===== src/rtl/demux_1to4_tdm_pkg.sv =====
// Shared definitions for the 1-to-4 TDM demultiplexer.
// Build option: DEMUX_PARITY_EN adds a fifth (even parity) slot to each frame.
package demux_1to4_tdm_pkg;

    typedef enum logic {
        HUNT   = 1'b0,
        LOCKED = 1'b1
    } state_t;

    localparam int unsigned NUM_CH = 4;
    localparam int unsigned SLOT_W = 3;
    localparam int unsigned ERR_W  = 3;

`ifdef DEMUX_PARITY_EN
    localparam int unsigned FRAME_LEN = NUM_CH + 1;
`else
    localparam int unsigned FRAME_LEN = NUM_CH;
`endif

    // Slots held back until the completing beat arrives
    localparam int unsigned SHADOW_W = FRAME_LEN - 1;

    localparam logic [SLOT_W-1:0] LAST_SLOT = SLOT_W'(FRAME_LEN - 1);

endpackage


===== src/rtl/demux_1to4_tdm_slot_tracker.sv =====
// tdm_slot_tracker: slot counting, frame-sync checking and lock FSM.
// Ports:
//   clk, rst_n        clock, async active-low reset
//   in_valid          beat qualifier
//   frame_sync        marks slot-0 beat
//   par_fail_c        parity verdict for the completing beat (from top)
//   slot              slot expected on the next beat (registered)
//   lock              high while LOCKED (registered)
//   sync_err          one-cycle framing error pulse (registered)
//   store_c           this beat's bit is kept at index slot
//   capture_c         this beat starts a new frame as slot 0
//   complete_c        this beat is the last slot of a frame
// Build option: DEMUX_PARITY_EN (via package frame length).
module tdm_slot_tracker
    import demux_1to4_tdm_pkg::*;
#(
    parameter int unsigned SYNC_LOSS_LIMIT = 2
) (
    input  logic              clk,
    input  logic              rst_n,
    input  logic              in_valid,
    input  logic              frame_sync,
    input  logic              par_fail_c,
    output logic [SLOT_W-1:0] slot,
    output logic              lock,
    output logic              sync_err,
    output logic              store_c,
    output logic              capture_c,
    output logic              complete_c
);

    state_t             state_q, state_d;
    logic [SLOT_W-1:0]  slot_d;
    logic [ERR_W-1:0]   err_q, err_d;
    logic [ERR_W-1:0]   err_inc;
    logic               sync_err_d;

    assign err_inc = err_q + ERR_W'(1);

    // State, slot, error counter and registered status outputs
    always_ff @(posedge clk or negedge rst_n) begin
        if (!rst_n) begin
            state_q  <= HUNT;
            slot     <= '0;
            err_q    <= '0;
            lock     <= 1'b0;
            sync_err <= 1'b0;
        end else begin
            state_q  <= state_d;
            slot     <= slot_d;
            err_q    <= err_d;
            lock     <= (state_d == LOCKED);
            sync_err <= sync_err_d;
        end
    end

    // Next-state and per-beat decisions
    always_comb begin
        state_d    = state_q;
        slot_d     = slot;
        err_d      = err_q;
        sync_err_d = 1'b0;
        store_c    = 1'b0;
        capture_c  = 1'b0;
        complete_c = 1'b0;

        if (in_valid) begin
            case (state_q)
                HUNT: begin
                    if (frame_sync) begin
                        capture_c = 1'b1;
                        store_c   = 1'b1;
                        slot_d    = SLOT_W'(1);
                        err_d     = '0;
                        state_d   = LOCKED;
                    end
                end
                LOCKED: begin
                    if (slot == '0) begin
                        if (frame_sync) begin
                            capture_c = 1'b1;
                            store_c   = 1'b1;
                            slot_d    = SLOT_W'(1);
                        end else begin
                            // Expected sync never came: give up the frame alignment
                            sync_err_d = 1'b1;
                            slot_d     = '0;
                            err_d      = '0;
                            state_d    = HUNT;
                        end
                    end else if (frame_sync) begin
                        // Early sync: resync on it unless too many in a row
                        sync_err_d = 1'b1;
                        if (err_inc >= ERR_W'(SYNC_LOSS_LIMIT)) begin
                            slot_d  = '0;
                            err_d   = '0;
                            state_d = HUNT;
                        end else begin
                            err_d     = err_inc;
                            capture_c = 1'b1;
                            store_c   = 1'b1;
                            slot_d    = SLOT_W'(1);
                        end
                    end else begin
                        store_c = 1'b1;
                        if (slot == LAST_SLOT) begin
                            complete_c = 1'b1;
                            slot_d     = '0;
                            // A parity-rejected frame leaves the error count alone
                            if (!par_fail_c) begin
                                err_d = '0;
                            end
                        end else begin
                            slot_d = slot + SLOT_W'(1);
                        end
                    end
                end
                default: begin
                    state_d = HUNT;
                    slot_d  = '0;
                    err_d   = '0;
                end
            endcase
        end
    end

endmodule


===== src/rtl/demux_1to4_tdm.sv =====
// demux_1to4_tdm: serial TDM bit stream to a 4-channel parallel word.
// Ports:
//   clk, rst_n        clock, async active-low reset
//   in, in_valid      serial data bit and beat qualifier
//   frame_sync        marks the slot-0 beat
//   out, out_valid    last complete frame (out[n] = channel n), update pulse
//   lock              high while aligned to frames
//   slot              slot index expected on the next beat
//   sync_err          framing error pulse
//   par_err           parity error pulse (always 0 unless DEMUX_PARITY_EN)
// Build option: DEMUX_PARITY_EN -- 5-slot frames, slot 4 is even parity.
module demux_1to4_tdm
    import demux_1to4_tdm_pkg::*;
#(
    parameter int unsigned SYNC_LOSS_LIMIT = 2
) (
    input  logic              clk,
    input  logic              rst_n,
    input  logic              in,
    input  logic              in_valid,
    input  logic              frame_sync,
    output logic [NUM_CH-1:0] out,
    output logic              out_valid,
    output logic              lock,
    output logic [SLOT_W-1:0] slot,
    output logic              sync_err,
    output logic              par_err
);

    logic [SHADOW_W-1:0] shadow_q, shadow_d;
    logic [NUM_CH-1:0]   frame_bits_c;
    logic                par_fail_c;
    logic                store_c;
    logic                capture_c;
    logic                complete_c;

    tdm_slot_tracker #(
        .SYNC_LOSS_LIMIT (SYNC_LOSS_LIMIT)
    ) u_tracker (
        .clk        (clk),
        .rst_n      (rst_n),
        .in_valid   (in_valid),
        .frame_sync (frame_sync),
        .par_fail_c (par_fail_c),
        .slot       (slot),
        .lock       (lock),
        .sync_err   (sync_err),
        .store_c    (store_c),
        .capture_c  (capture_c),
        .complete_c (complete_c)
    );

    // Frame word and parity verdict for the completing beat
`ifdef DEMUX_PARITY_EN
    assign frame_bits_c = shadow_q;
    assign par_fail_c   = ^{in, shadow_q};
`else
    assign frame_bits_c = {in, shadow_q};
    assign par_fail_c   = 1'b0;
`endif

    // Shadow update: a capture restarts the frame at bit 0
    always_comb begin
        shadow_d = shadow_q;
        if (capture_c) begin
            shadow_d = SHADOW_W'(in);
        end else if (store_c) begin
            for (int i = 0; i < int'(SHADOW_W); i++) begin
                if (slot == SLOT_W'(i)) begin
                    shadow_d[i] = in;
                end
            end
        end
    end

    // Shadow, output word and result pulses
    always_ff @(posedge clk or negedge rst_n) begin
        if (!rst_n) begin
            shadow_q  <= '0;
            out       <= '0;
            out_valid <= 1'b0;
            par_err   <= 1'b0;
        end else begin
            shadow_q  <= shadow_d;
            out_valid <= complete_c && !par_fail_c;
            par_err   <= complete_c && par_fail_c;
            if (complete_c && !par_fail_c) begin
                out <= frame_bits_c;
            end
        end
    end

endmodule


===== config.mk =====
export PLATFORM = sky130hd
export DESIGN_NAME = demux_1to4_tdm
export DESIGN_NICKNAME = d
export VERILOG_FILES = /design/src/rtl/demux_1to4_tdm_pkg.sv /design/src/rtl/demux_1to4_tdm_slot_tracker.sv /design/src/rtl/demux_1to4_tdm.sv
export SDC_FILE = /design/constraint.sdc
export NUM_CORES = 1
export LEC_CHECK = 0
export ABC_AREA = 1
export BUFFER_PORTS_ARGS = -buffer_cell sky130_fd_sc_hd__clkbuf_2
export CORE_MARGIN = 1
export CORE_UTILIZATION = 45
export DETAILED_ROUTE_END_ITERATION = 12
export HOLD_SLACK_MARGIN = 0.15
export PLACE_DENSITY_LB_ADDON = 0.12
export SYNTH_ARGS = -nofsm -noshare
export SYNTH_HDL_FRONTEND = slang
export SYNTH_HIERARCHICAL = 1
export SYNTH_SLANG_ARGS = --single-unit

===== constraint.sdc =====
create_clock -name clk -period 5 [get_ports clk]
set_input_delay 1 -clock clk [delete_from_list [all_inputs] [get_ports clk]]
set_output_delay 1 -clock clk [all_outputs]
set_load 0.1 [all_outputs]

==> results of run 1 <==
layout by cell type, fill, tap and decap left out, drive strengths merged:
cell type and instances:
nor2 16, o21ai 2, nand4 1, clkbuf 17
nor3 1, nand3b 1, nand2 29, nor3b 1
conb 2, a211oi 1, a21oi 1, or2 1
ha 4, nand3 14, dfrtp 16, inv 22
mux2 3
final timing paths:
path | start | slack (ns) | end | depth (start not counted)
worst max-delay path | u_tracker/slot[2]$_DFFE_PN0P_ | 2.75 | slot[2] | 1
worst min register to register | shadow_q[2]$_DFFE_PN0P_ | 0.51 | shadow_q[2]$_DFFE_PN0P_ | 2
max in group asynchronous | rst_n | 4.09 | shadow_q[1]$_DFFE_PN0P_ | 1
worst min-delay path | shadow_q[2]$_DFFE_PN0P_ | 0.51 | shadow_q[2]$_DFFE_PN0P_ | 2
worst max register to register | u_tracker/slot[0]$_DFFE_PN0P_ | 3.03 | out[0]$_DFFE_PN0P_ | 4
min in group asynchronous | rst_n | 0.63 | u_tracker/err_q[2]$_DFFE_PN0P_ | 1
power breakdown:
part	internal [W]	total (W)	leakage, nW	switching [W]
clock	0.0000279	0.0000662	0.0138	0.0000383
combinational	0.0000736	0.000328	0.362	0.000254
sequential	0.000159	0.000187	0.211	0.0000282
total	0.000260	0.000581	0.587	0.000321
per-layer routing:
metal	share of wire, %	GRT usage, %	up-vias	wire length, um
met5	0	0	-	0
met4	0.52	6.67	0	9
met3	4.4	2.26	2	76
met2	47	25.2	25	810
met1	48	23.3	354	842
li1	-	-	389	-
kinds of logic after synthesis:
group           after synthesis
compound gates                4
fa+ha+maj                     4
buf+inv                      24
flops                        16
mux                           3
other cells                   1
simple gates                 64
sequential cells by signal, summed over array words and instances, names as in the netlist:
register	count
out	4
shadow_q	3
u_tracker/err_q	3
u_tracker/slot	3
out_valid	1
u_tracker/state_q	1
u_tracker/sync_err	1
area by class of cell:
| cell class | instances | area, sq um |
|---|---|---|
| tap | 27 | 33.8 |
| timing repair buffer | 14 | 70.1 |
| clock buffer | 3 | 22.5 |
| sequential | 16 | 400 |
| fill | 204 | 910 |
| multi-input combinational | 77 | 443 |
| inverter | 22 | 82.6 |
stage by stage:
| stage | hold WS, ns | instance area [sq um] | power [W] | utilization, % |
|---|---|---|---|---|
| floorplan | 0.466 | 941 | 0.000459 | - |
| global placement | 0.491 | 1030 | 0.000511 | 52.5 |
| detailed placement | 0.496 | 1030 | 0.000516 | 52.5 |
| CTS | 0.514 | 1050 | 0.000584 | 53.6 |
| global route | 0.536 | 1050 | 0.000623 | 53.6 |
| finish | 0.510 | 1050 | 0.000581 | 53.6 |
tightest hold or removal path, stage by stage (launching register included):
cell and delay [ns]:
dfrtp_1 0.35, nand3_1 0.07, nand2_1 0.06
==> impl_results.md, run 1 <==
- XOR/XNOR share of the synthesized area: 0%
- Max Freq: 0.445 GHz
- Cell taking the most area after synthesis: dfrtp_1
- Die Y: ~48 um
- Most frequent cells after synthesis: nand2_1 (23), inv_1 (20), dfrtp_1 (16)
- CP top delay family: buffers and inverters
- DRT iter0 DRCs: 15
- # diodes: 0
- Post-Syn Area: 937 sq um
- GP Congestion: around 0.87
- Synth Warn #: 6
- Non-Filler Instances: 159
- Post-DRT Antenna Nets: 0
- Main flop type after synthesis: dfrtp_1
- Most common cell in the netlist: nand2_1
- Num CTS Buffers: 3
- Cells after DPL: 156
- Final Hold Viols: 0
- Core Area: 1960 sq um
- CP Launch Type: register
- Compound-Gate Fraction of Synth Area: 2.40%
- Final worst slack: about 2.8 ns
- EDFF count, synth: 0
- Net count reported at finish: approximately 140
- Mean Syn Cell Area: just over 8 sq um
- Post-Syn Instances: between 100 and 150
- Post-place setup slack: about 2.6 ns
- Post-Route WL: 1740 um
- Final Cycle Share: between 40 and 50%
- Largest net degree at the start of global routing: 17
- Routed WL per cell: between 10 and 15 um
- Final Max Tran Viols: 0
- Synth unique cells: 24
- Maximum vdd drop: ~0.24 mV
- Share of the synthesized area in the top cell type: about 43%
- CTS resizes: 0
- Min cycle time layout: 2.25 ns
- GRT overflow: 0
- Highest net fanout along the worst path: 4
- Number of port buffers: 14
- Area Overhead vs Synth: 12.3%
- Die area: roughly 2300 sq um
- Post-synth ARST share: between 90% and 100%
- Status: completed
- Number of remaining DRC errors: 0
- Worst skew pair latency: roughly 0.28 ns
- Share of cells above drive strength 1: between 20% and 30%
- Overall routing resource usage: between 10% and 20%
- Row cnt: 16
- Clock buffer depth: 2
- Critical-path cell list: clkbuf_2
- Clock skew: roughly 0.0026 ns
- Crit Path Class: register to output port
- Hold Path Class: register to register
- Worst-path clk slew: ~0.090 ns
- CTS Sinks: 16
- Post-Synth Simple-Gate Area: around a third
- Seq/Total Area, Yosys: 42.7%
- First-pass GRT wire length: roughly 2600 um
- Max incr delay on CP: around 0.50 ns
- Routed vias/inst: 4.84
- Rel. slew slack: ~50%
- Die width: around 48 um
- Flops & latches, synth: 16
- Crit path max-delay cell type: clkbuf_2
- Static leakage: ~0.59 nW
- Initial antenna violation count: 0
- Required time worst endpoint: 4.00 ns
- CP Capture Type: output port
- Mux cell area share after synthesis: around 3.6%
- Pwr Density: between 500 and 600 nW/um^2
- Worst EP arrival: 1.25 ns
- CTS tree: built
- Slew of the pin with the lowest slew margin: a little over 0.7 ns
- H-tree Lvls: 1
- Initial Util: 47.8%
- Post-CTS setup buffers: 0
- Vias in the first global route: 630
- Setup tns final: 0 ns
- Worst path bufs/invs: 1
- RSZ-0062 raised after global routing: false
- Vias: 770
- CTS root buf: clkbuf_4
- Num ports: 16
- Synth area leaders: dfrtp_1 (43%), nand2_1 (9.2%), inv_1 (8.0%)
- Final Setup Violations: 0
- CTS Hold Bufs: 0
- Max-cap violations: 0
- Largest family of logic cells by synthesized area: simple AND/OR/NAND/NOR gates
- Post-DP HPWL: between 1000 and 1500 um
- DRT Pass-1 Iters: 4
- Synth Area in Adders: about 5.3%
Note: power is estimated with default switching activity, not from simulation.
==> inputs of run 2 (changes only) <==
==> constraint.sdc (replaced) <==
create_clock -name clk -period 2.2 [get_ports clk]
set_input_delay 0.44 -clock clk [delete_from_list [all_inputs] [get_ports clk]]
set_output_delay 0.44 -clock clk [all_outputs]
set_load 0.1 [all_outputs]
==> run 2 against run 1 <==
Against the previous run: final cell count up 1.9%; sequential power up 130%; register-to-register slack worse by 2.6 ns; critical path type is now register to register.
==> impl_results.md, run 2 (synthesized netlist as in run 1, its figures left out) <==
- Grt peak-use layer: met2
- RSZ-0062 raised after global routing: false
- Reg2reg path depth: 13
- Status: completed
- Cells after DPL: between 150 and 200
- Static leakage: approximately 0.60 nW
- Worst skew pair latency: around 0.28 ns
- CP Capture Type: register
- Register area: ~400 sq um
- Clock buffer depth: 2
- Fillers: 211
- Max incr delay on CP: around 0.46 ns
- Worst path bufs/invs: 3
- Final worst slack: between 0.4 and 0.5 ns
- CTS Sinks: 16
- Critical-path cell list: inv_1 > ha_1 > inv_1 > nor2_2 > nor2_2 > nand2_1 > nand2_1 > nand2_1 > inv_1 > nor2_4 > nand2_1 > nand3_1 > nand2_1
- Post-CTS setup buffers: 0
- Core Area: slightly below 2000 sq um
- R2r setup slk: between 0.4 and 0.5 ns
- Max-cap violations: 0
- M2 GR Usage: between 20% and 30%
- CTS root buf: clkbuf_4
- Min-delay src: in
- Commonest non-fill, non-tap cell in the layout: nand2_1
- Final Hold Viols: 0
- Area of the multi-input gates: 443 sq um
- # diodes: 0
- Maximum vdd drop: between 0.6 and 0.7 mV
- CTS resizes: 0
- Die Y: 47.6 um
- Slew of the pin with the lowest slew margin: roughly 0.55 ns
- WHS Endpoint: shadow_q[0]$_DFFE_PN0P_
- Crit path max-delay cell type: dfrtp_2
- Num CTS Buffers: 3
- Initial Util: between 40% and 50%
- Crit Path Class: register to register
- Final Cycle Share: 79.3%
- H-tree Lvls: 1
- First-pass GRT wire length: between 2000 and 3000 um
- Setup tns final: 0 ns
- Net count reported at finish: 145
- Max Freq: around 0.57 GHz
- Max reg flops: 4
- Routed vias/inst: approximately 4.7
- Required time worst endpoint: between 2 and 2.5 ns
- Initial antenna violation count: 0
- CP top delay family: simple AND/OR/NAND/NOR gates
- Worst-path clk slew: around 0.10 ns
- Routed WL per cell: roughly 11 um
- Top reg by flops: out
- Pwr Density: about 1300 nW/um^2
- Number of port buffers: 14
- Post-DRT Antenna Nets: 0
- Met1 Use GR: ~23%
- Final Setup Violations: 0
- Most frequent cells in the layout: nand2_1 (23), inv_1 (20), clkbuf_2 (14), dfrtp_1 (14), nand3_1 (13)
- Rel. slew slack: approximately 64%
- Share of cells above drive strength 1: 28.1%
- DRT Pass-1 Iters: 4
- Hold Path Class: input port to register
- Die width: about 48 um
- Vias in the first global route: 688
- Post-Route WL: roughly 1700 um
- Area Overhead vs Synth: 15.9%
- Number of remaining DRC errors: 0
- Post-DP HPWL: 1360 um
- Minimum hold slack: about 0.37 ns
- Non-Filler Instances: about 160
- Worst EP arrival: roughly 1.9 ns
- Min cycle time layout: roughly 1.7 ns
- WHS Path Cells: 3
- Die area: 2270 sq um
- Largest net degree at the start of global routing: 17
- Clock skew: 0.00161 ns
- Overall routing resource usage: between 10% and 20%
- Highest net fanout along the worst path: 6
- Reg-to-reg critical path endpoint: shadow_q[1]$_DFFE_PN0P_
- Row cnt: 16
- CP dominant cell by count: nand2_1
- Num ports: 16
- GRT overflow: 0
- Reg2reg start: u_tracker/slot[0]$_DFFE_PN0P_
- CTS tree: built
- GP Congestion: ~0.85
- Post-place setup slack: roughly 0.45 ns
- Vias: between 700 and 800
- DRT iter0 DRCs: 14
- Final Max Tran Viols: 0
- GR Util met3: around 3.4%
- CP Launch Type: register
run 2: metrics by stage:
step	instance area, sq um	total power [W]	util, %
global placement	1040	0.00116	53.0
floorplan	943	0.00105	-
finish	1090	0.00137	55.4
global route	1090	0.00146	55.4
CTS	1090	0.00137	55.4
detailed placement	1040	0.00117	53.0
run 2: layout make-up:
class                      count  area share, %
tap                           27           3.11
timing repair buffer          16           8.06
inverter                      22           7.60
multi-input combinational     77           40.8
clock buffer                   4           3.34
sequential                    16           37.1
run 2: worst reg2reg max path, cell delays in order (launching register included):
cell,delay [ns]
dfrtp_2,0.46
inv_1,0.11
ha_1,0.22
inv_1,0.07
nor2_2,0.14
nor2_2,0.08
nand2_1,0.07
nand2_1,0.07
nand2_1,0.06
inv_1,0.06
nor2_4,0.12
nand2_1,0.07
nand3_1,0.07
nand2_1,0.05
run 2: worst max path at each step:
stage | from | end | slack, ns | cells past startpoint
6_report | u_tracker/slot[0]$_DFFE_PN0P_ | shadow_q[1]$_DFFE_PN0P_ | 0.46 | 13
3_3_place_gp | u_tracker/slot[0]$_DFFE_PN0P_ | shadow_q[0]$_DFFE_PN0P_ | 0.50 | 13
5_1_grt | u_tracker/slot[0]$_DFFE_PN0P_ | shadow_q[2]$_DFFE_PN0P_ | 0.23 | 13
3_5_place_dp | u_tracker/slot[0]$_DFFE_PN0P_ | shadow_q[1]$_DFFE_PN0P_ | 0.45 | 13
2_1_floorplan | u_tracker/slot[0]$_DFFE_PN0P_ | out[0]$_DFFE_PN0P_ | 0.14 | 4
4_1_cts | u_tracker/slot[0]$_DFFE_PN0P_ | shadow_q[1]$_DFFE_PN0P_ | 0.43 | 13
run 2: power by group:
| part | switching, W | internal, W | total, W |
|---|---|---|---|
| registers | 0.0000623 | 0.000363 | 0.000426 |
| logic | 0.000574 | 0.000170 | 0.000744 |
| clock network | 0.0000947 | 0.000101 | 0.000195 |
run 2: per-layer routing:
layer / share of wire (%) / vias to the layer above
li1: - / 393
met1: 48 / 354
met2: 49 / 14
met3: 3.1 / 0
met4: 0 / 0
met5: 0 / -
run 2: what timing repair did:
item / in CTS / in global routing
setup endpoints to repair: 0 / 0
hold buffers: 1 / 0
hold endpoints to repair: 16 / 0
==> inputs of run 3 (changes only) <==
==> constraint.sdc (replaced) <==
create_clock -name clk -period 1.5 [get_ports clk]
set_input_delay 0.3 -clock clk [delete_from_list [all_inputs] [get_ports clk]]
set_output_delay 0.3 -clock clk [all_outputs]
set_load 0.1 [all_outputs]
==> run 3 against run 2 <==
Against the previous run: the run now ends with setup timing left; clock power rose by 20%; register-to-register slack got worse by 0.55 ns; first-iteration DRC count up 36%; routed wire length grew 23%; combinational power is 130% higher; via count grew 13%; power is 87% higher; largest cell class unchanged.
==> impl_results.md, run 3 (synthesized netlist as in run 1, its figures left out) <==
- GP Congestion: 0.864
- Clock buffer depth: 2
- Max incr delay on CP: about 0.44 ns
- CP top delay family: simple AND/OR/NAND/NOR gates
- Num CTS Buffers: 3
- Worst EP arrival: around 1.8 ns
- Most frequent cells in the layout: buf_4 (20), nand2_1 (17), inv_1 (13), nand3_1 (13), dfrtp_1 (12)
- Non-Filler Instances: between 150 and 200
- Routed WL per cell: between 10 and 15 um
- Initial Util: ~48%
- Post-DP HPWL: between 1500 and 2000 um
- Top reg by flops: out
- H-tree Lvls: 1
- Critical-path cell list: ha_2 > nand2_1 > nand2_2 > nor2_4 > inv_2 > nand2_1 > nand2_1 > nand2_1 > inv_2 > nor2_4 > nand2_2 > nand3_1 > nand2_1
- Final Max Tran Viols: 0
- Vias: around 860
- Static leakage: slightly above 0.7 nW
- First-pass GRT wire length: 3200 um
- Max Freq: 0.629 GHz
- Routed vias/inst: about 4.7
- Worst path bufs/invs: 2
- Pwr Density: ~1800 nW/um^2
- Clock skew: about 0.0072 ns
- Number of port buffers: 14
- DRT Pass-1 Iters: 4
- GRT overflow: 0
- Die Y: 47.6 um
- Die width: 47.6 um
- Number of remaining DRC errors: 0
- CTS root buf: clkbuf_4
- Post-place setup slack: -0.0766 ns
- Fillers: 168
- Final Setup Violations: 4
- CTS tree: built
- Rel. slew slack: ~64%
- Row cnt: 16
- Crit Path Class: register to register
- Worst skew pair latency: ~0.28 ns
- Failing checks: setup timing
- Die area: 2270 sq um
- Max reg flops: 4
- Area Overhead vs Synth: 48.2%
- Final worst slack: -0.0900 ns
- Vias in the first global route: 757
- Overall routing resource usage: between 20% and 30%
- Final Cycle Share: 106%
- Cells after DPL: 169
- CTS Sinks: 16
- # diodes: 0
- Final Hold Viols: 0
- Initial antenna violation count: 0
- Max-cap violations: 0
- Slew of the pin with the lowest slew margin: 0.540 ns
- CP Capture Type: register
- Status: finished, violations left
- Hold Path Class: input port to register
- Largest net degree at the start of global routing: 17
- Maximum vdd drop: 1.02 mV
- Post-DRT Antenna Nets: 0
- Post-Route WL: roughly 2100 um
- CP dominant cell by count: nand2_1
- RSZ-0062 raised after global routing: true
- DRT iter0 DRCs: 19
- Min cycle time layout: around 1.6 ns
- Highest net fanout along the worst path: 5
- Net count reported at finish: 165
- Commonest non-fill, non-tap cell in the layout: buf_4
- Core Area: 1960 sq um
- Crit path max-delay cell type: dfrtp_1
- Share of cells above drive strength 1: between 50% and 60%
- CP Launch Type: register
- Worst-path clk slew: about 0.080 ns
- Num ports: 16
- Required time worst endpoint: between 1.5 and 2 ns
==> run 3: changes by cell type in the layout (fill, tap and decap cells not counted), sizes merged <==
cell / change
buf: +24
clkbuf: -4
==> run 3: what timing repair did <==
item / in CTS / in global routing
buffers inserted: 5 / 3
pin swaps: 11 / 13
setup endpoints to repair: 6 / 10
endpoints found under the hold margin: 16 / 0
hold buffers: 1 / 0
resized for setup: 3 / 20
==> run 3: final timing paths <==
| check | endpoint | slack (ns) | cells past startpoint | from |
|---|---|---|---|---|
| max | shadow_q[0]$_DFFE_PN0P_ | -0.09 | 13 | u_tracker/err_q[0]$_DFFE_PN0P_ |
| min in group asynchronous | shadow_q[1]$_DFFE_PN0P_ | 0.46 | 2 | rst_n |
| max in group asynchronous | u_tracker/slot[1]$_DFFE_PN0P_ | 0.73 | 2 | rst_n |
| max reg2reg | shadow_q[0]$_DFFE_PN0P_ | -0.09 | 13 | u_tracker/err_q[0]$_DFFE_PN0P_ |
| min | shadow_q[0]$_DFFE_PN0P_ | 0.23 | 3 | in |
| min reg2reg | shadow_q[2]$_DFFE_PN0P_ | 0.53 | 2 | shadow_q[2]$_DFFE_PN0P_ |
==> run 3: metrics by stage <==
stage,total power [W],area [sq um],setup TNS (ns),hold slack [ns],utilization [%]
floorplan,0.00162,983,-1.50,0.00441,-
global placement,0.00205,1220,-0.182,0.242,62.1
detailed placement,0.00207,1220,-0.339,0.238,62.1
CTS,0.00239,1300,-0.0979,0.215,66.3
global route,0.00273,1390,-0.878,0.237,70.8
finish,0.00256,1390,-0.289,0.227,70.8
==> run 3: where the power goes <==
part	switching [W]	internal (W)	leakage [nW]	total [W]
registers	0.0000982	0.000545	0.206	0.000643
clock network	0.000131	0.000103	0.0150	0.000234
logic	0.00102	0.000660	0.496	0.00168
total	0.00125	0.00131	0.717	0.00256
==> run 3: layout make-up <==
cell class	instances	area, sq um	area share [%]
well taps	27	33.8	2.43
multi-input cells	77	538	38.7
clock buffers	4	26.3	1.89
repair buffers	36	293	21.1
flip-flops and latches	16	410	29.5
inverters	22	87.6	6.31
==> run 3: tightest hold or removal path: stages <==
cell and delay (ns):
clkbuf_2 0.09, nand2_1 0.05, nand2_1 0.04
==> run 3: layer usage <==
layer	GRT usage, %	wire length, um	up-vias
li1	-	-	434
met1	25.0	900	407
met2	34.8	1150	18
met3	6.04	58	2
met4	7.78	8	0
met5	0	0	-
